==> config.mk <==
export PLATFORM = sky130hd
export DESIGN_NAME = pair_serializer
export DESIGN_NICKNAME = d
export VERILOG_FILES = /design/src/rtl/iq_demod_pkg.sv /design/src/rtl/pair_serializer_pair_select.sv /design/src/rtl/pair_serializer.sv
export SDC_FILE = /design/constraint.sdc
export NUM_CORES = 1
export LEC_CHECK = 0
export CELL_PAD_IN_SITES_DETAIL_PLACEMENT = 0
export CELL_PAD_IN_SITES_GLOBAL_PLACEMENT = 2
export CORE_MARGIN = 8
export CORE_UTILIZATION = 31
export CTS_CLUSTER_DIAMETER = 200
export DETAILED_ROUTE_END_ITERATION = 16
export GPL_TIMING_DRIVEN = 0
export PLACE_DENSITY_LB_ADDON = 0.1
export SKIP_LAST_GASP = 1
export SYNTH_ARGS = -nofsm -noshare
export SYNTH_HDL_FRONTEND = slang
export SYNTH_HIERARCHICAL = 1
export SYNTH_SLANG_ARGS = --single-unit
==> constraint.sdc <==
create_clock -name clk -period 5.1 [get_ports clk]
set_clock_uncertainty 0.1 [all_clocks]
set_input_delay 1.275 -clock clk [delete_from_list [all_inputs] [get_ports clk]]
set_output_delay 1.275 -clock clk [all_outputs]
set_load 0.03 [all_outputs]
==> src/rtl/iq_demod_pkg.sv <==
// Shared types and helpers for the iq_demod datapath.
//   SAMPLE_W    : default sample width
//   sample_t    : one sample
//   ser_state_t : pair_serializer FSM states
//   sel_width() : width of a pair index, never below 1
package iq_demod_pkg;

   localparam int unsigned SAMPLE_W = 9;

   typedef logic [SAMPLE_W-1:0] sample_t;

   typedef enum logic {
      IDLE = 1'b0,
      SEND = 1'b1
   } ser_state_t;

   function automatic int unsigned sel_width(input int unsigned n);
      int unsigned r;
      r = (n <= 1) ? 1 : $clog2(n);
      return r;
   endfunction

endpackage

==> src/rtl/pair_serializer_pair_select.sv <==
// Combinational pair mux: picks elements 2k and 2k+1 of a flattened frame.
//   frame_i : 2*NUM_PAIRS*W flattened frame, element e at [e*W +: W]
//   idx_i   : pair index k
//   even_o  : element 2k   (0 when k is out of range)
//   odd_o   : element 2k+1 (0 when k is out of range)
module pair_select
   import iq_demod_pkg::*;
#(
   parameter  int unsigned W         = SAMPLE_W,
   parameter  int unsigned NUM_PAIRS = 5,
   localparam int unsigned SEL_W     = sel_width(NUM_PAIRS),
   localparam int unsigned FRAME_W   = 2 * NUM_PAIRS * W
) (
   input  logic [FRAME_W-1:0] frame_i,
   input  logic [SEL_W-1:0]   idx_i,
   output logic [W-1:0]       even_o,
   output logic [W-1:0]       odd_o
);

   // One-hot style compare per pair; unmatched index leaves the zero default.
   always_comb begin
      even_o = '0;
      odd_o  = '0;
      for (int k = 0; k < int'(NUM_PAIRS); k++) begin
         if (idx_i == SEL_W'(k)) begin
            even_o = frame_i[(2*k)*W   +: W];
            odd_o  = frame_i[(2*k+1)*W +: W];
         end
      end
   end

endmodule

==> src/rtl/pair_serializer.sv <==
// Frame-to-pair serializer: accepts 2*NUM_PAIRS samples in one transfer and
// emits them one (even, odd) pair per beat with valid/ready on both sides.
// Optional feature macro: PAIR_SER_LAST_EN adds out_last (final pair marker).
//   clk, rst   : clock, synchronous active-high reset
//   in_data    : flattened frame, element e at [e*W +: W]
//   in_valid   : frame available
//   in_ready   : frame accepted this cycle when in_valid=1
//   out1/out2  : even/odd element of the current pair (0 when not valid)
//   out_sel    : current pair index
//   out_valid  : pair valid
//   out_ready  : downstream accepts the pair
//   busy       : a frame is held
//   out_last   : (PAIR_SER_LAST_EN only) current pair is the final one
module pair_serializer
   import iq_demod_pkg::*;
#(
   parameter  int unsigned W         = SAMPLE_W,
   parameter  int unsigned NUM_PAIRS = 5,
   localparam int unsigned SEL_W     = sel_width(NUM_PAIRS),
   localparam int unsigned FRAME_W   = 2 * NUM_PAIRS * W
) (
   input  logic               clk,
   input  logic               rst,
   input  logic [FRAME_W-1:0] in_data,
   input  logic               in_valid,
   output logic               in_ready,
   output logic [W-1:0]       out1,
   output logic [W-1:0]       out2,
   output logic [SEL_W-1:0]   out_sel,
   output logic               out_valid,
   input  logic               out_ready,
   output logic               busy
`ifdef PAIR_SER_LAST_EN
   ,
   output logic               out_last
`endif
);

   localparam logic [SEL_W-1:0] LAST_IDX = SEL_W'(NUM_PAIRS - 1);

   ser_state_t         state_q, state_d;
   logic [SEL_W-1:0]   idx_q, idx_d;
   logic [FRAME_W-1:0] buf_q;
   logic               is_last;
   logic               beat;
   logic               accept;
   logic [W-1:0]       even;
   logic [W-1:0]       odd;

   assign is_last = (idx_q == LAST_IDX);
   assign beat    = (state_q == SEND) && out_ready;
   assign accept  = in_valid && in_ready;

   // State and index registers.
   always_ff @(posedge clk) begin
      if (rst) begin
         state_q <= IDLE;
         idx_q   <= '0;
      end else begin
         state_q <= state_d;
         idx_q   <= idx_d;
      end
   end

   // Frame buffer; contents are meaningless outside SEND so no reset.
   always_ff @(posedge clk) begin
      if (accept) begin
         buf_q <= in_data;
      end
   end

   // Next state: a completing final beat may chain straight into a new frame.
   always_comb begin
      state_d = state_q;
      idx_d   = idx_q;
      case (state_q)
         IDLE: begin
            if (in_valid) begin
               state_d = SEND;
               idx_d   = '0;
            end
         end
         SEND: begin
            if (beat) begin
               if (!is_last) begin
                  idx_d = idx_q + SEL_W'(1);
               end else if (in_valid) begin
                  idx_d = '0;
               end else begin
                  state_d = IDLE;
                  idx_d   = '0;
               end
            end
         end
         default: begin
            state_d = IDLE;
            idx_d   = '0;
         end
      endcase
   end

   pair_select #(
      .W         (W),
      .NUM_PAIRS (NUM_PAIRS)
   ) u_pair_select (
      .frame_i (buf_q),
      .idx_i   (idx_q),
      .even_o  (even),
      .odd_o   (odd)
   );

   // Outputs: derived only from state, index and buffer, except in_ready which
   // follows out_ready on the final beat to allow gapless frames.
   always_comb begin
      in_ready  = 1'b0;
      out_valid = 1'b0;
      busy      = 1'b0;
      out_sel   = idx_q;
      out1      = '0;
      out2      = '0;
`ifdef PAIR_SER_LAST_EN
      out_last  = 1'b0;
`endif
      case (state_q)
         IDLE: begin
            in_ready = 1'b1;
         end
         SEND: begin
            in_ready  = out_ready && is_last;
            out_valid = 1'b1;
            busy      = 1'b1;
            out1      = even;
            out2      = odd;
`ifdef PAIR_SER_LAST_EN
            out_last  = is_last;
`endif
         end
         default: begin
            in_ready = 1'b0;
         end
      endcase
   end

endmodule
==> results.yml <==
setup_path:
  cp_data_arrival_time_ns: 2.80
  crit_required_ns: 3.72
  setup.worst_path.end_class: "output pin"
  crit_fanout: 10
  crit_start: "out_sel[0]$_SDFFE_PP0P_"
  worstSetupPathType: "reg -> out"
  reg2reg_from: "out_sel[0]$_SDFFE_PP0P_"
  cp-start-kind: "flip-flop"
grt:
  grt_use_total_pct: 12.5
  grt_max_degree: 48
  grt_pass1_vias: 2658
  grt_pass1_wl_um: 14800
  antenna_found_initial: 0
  gr-total-overflow: 0
power:
  p_leak_nw: 1.89
  p_seq_share_pct: 51.1
  power_density_nw_per_um2: 325
  p_int_mw: 1.39
  p_clk_share_pct: 38.0
  vdd.ir_drop.worst_v: 0.000189
  switchingPower_mw: 0.383
  p_sw_share_pct: 21.6
  combPwrFrac_pct: 10.8
status:
  outcome: "finished clean"
min_path:
  hold_class: "reg -> reg"
  min_from: "out_sel[0]$_SDFFE_PP0P_"
die:
  die_area_sq_um: 16000
  ios: 118
  die_y_um: 126
  coreArea_sq_um: 12000
  die_w_um: 126
  num_rows: 40
  initial_utilization_pct: 31.6
placed_design:
  gp_congestion: 0.714
  hpwl_um: 6880
  dp_slack_ns: 0.943
  dp_cells: 509
  port_buffers: 117
finish:
  nets: 469
  nFillCells: 1099
  area_growth_syn_to_layout_pct: 44.4
  drive_above_1_share_pct: 14.0
  final_util_pct: 45.6
  fin_cells: 525
  n_antenna_cell: 0
timing:
  worstMarginPinSlew_ns: 0.632
  worst_slack_ns: 0.929
  setup_viol: 0
  fmax_mhz: 240
  min_period_ns: 4.17
  finalMaxSlewViolations: 0
  finalHoldViolCount: 0
  fin_crit_sh_pct: 81.8
  rsz0062_at_grt: "false"
  timing.slew.headroom_pct: 57.9
yosys:
  synth_seq_cells: 94
  ys_types: 24
  synth_area_sq_um: 3770
  ys_seq_area_share_pct: 73.7
  yosysWarnings: 6
  synth_nets: 340
  avgSynthCellArea_sq_um: 15.5
  synthCells: 244
routing:
  ant_nets: 0
  vias: 2427
  routedWlPerCell_um: 18.3
  route.detailed.drc: 0
  via_per_inst: 4.62
  dr.pass1.iters: 4
  drt_iter0_markers: 119
  routed_wl_um: 9630
clock_tree:
  tritoncts: "built"
  root_buffer: "clkbuf_16"
  cts_hold_buf: 0
  cts_made_buffers: 9
  cts_sinks: 94
  cts_resized: 0
  insertion_delay_ns: 0.34
  clkSlewWorstSetupHoldPaths_ns: 0.07
  cts_setup_buffers: 0
  cts_buffer_depth: 2
  htreeDepth: 3
flow_run:
  maxCapViolations: 0
[power by group through the flow]
stage               combinational (mW)  clock (mW)  sequential, mW
floorplan                       0.0765           0           0.925
global placement                 0.190           0           0.927
detailed placement               0.196           0           0.923
CTS                              0.197       0.703           0.906
global route                     0.208       0.721           0.909
finish                           0.192       0.674           0.905
[per-stage QoR]
stage                     cell area, sq um  total power, mW  setup TNS, ns  hold WS (ns)
after global routing                  5450             1.84              0         0.509
after CTS                             5450             1.81              0         0.457
after floorplan                       3770             1.00              0         0.529
after detailed placement              5150             1.12              0         0.447
after global placement                5130             1.12         -48.08         0.442
final                                 5450             1.77              0         0.450
[cell usage after synthesis, drive strengths merged]
library cell  number  share of area, %
a21oi              2              0.36
a31oi             19               3.1
a32oi             19               4.4
and2              19               3.1
and3b              1              0.23
buf               15               2.8
clkbuf             1             0.099
dfxtp              4               2.1
edfxtp            90                72
ha                 2              0.66
inv                2              0.20
mux2              18               5.4
mux2i              1              0.27
nand2             22               2.2
nand3              2              0.27
nand4              1              0.17
nand4b             1              0.23
nor2              23               2.4
o21ai              1              0.13
or3b               1              0.23
[metal layers]
metal  global-route usage (%)  vias to the layer above  part of all wire (%)
li1                         -                     1200                     -
met1                     14.6                     1137                    44
met2                     20.1                       80                    49
met3                     5.36                       10                   6.2
met4                     4.32                        0                   1.3
met5                        0                        -                     0
[worst max-delay path, stage by stage (launching register included)]
cell	delay, ns
dfxtp_1	0.37
buf_2	0.23
nor2_2	0.42
buf_2	0.34
nand2_1	0.08
a31oi_1	0.16
and2_1	0.17
clkdlybuf4s50_1	0.68
[cell type report]
cell class	count	area (sq um)	area share (%)
sequential	94	2780	51.1
timing repair buffer	118	1190	21.9
multi-input combinational	132	880	16.1
clock buffer	10	229	4.20
tap	147	184	3.37
buffer	16	108	1.97
clock inverter	6	68.8	1.26
inverter	2	7.51	0.138
[final timing paths]
path	end	slack (ns)	depth (start not counted)
worst max-delay path	out2[5]	0.93	7
worst min-delay path	out_sel[0]$_SDFFE_PP0P_	0.45	2
worst max register to register	buf_q[54]$_DFFE_PP_	2.86	6
worst min register to register	out_sel[0]$_SDFFE_PP0P_	0.45	2
[registers in the layout (all words and copies together), names as in the netlist]
name	flops
out_sel	3
buf_q	90
state_q	1
[logic make-up after synthesis]
group	share of synthesized area [%]
flops	73.7
simple gates	8.88
buf+inv	3.05
mux	5.63
compound gates	8.05
fa+ha+maj	0.663
[cell usage in the layout (no fill, tap or decap), types with 8 or more instances in the layout]
master           netlist  routed
a31oi_1               19      19
nor2_1                21      21
buf_2                  8       8
mux2_2                18      18
and2_1                19      18
edfxtp_1              90      90
clkbuf_16              0       9
nand2_1               22      22
clkdlybuf4s50_1        0     117
a32oi_1               19      19
Power figures use the tool's default switching activity.
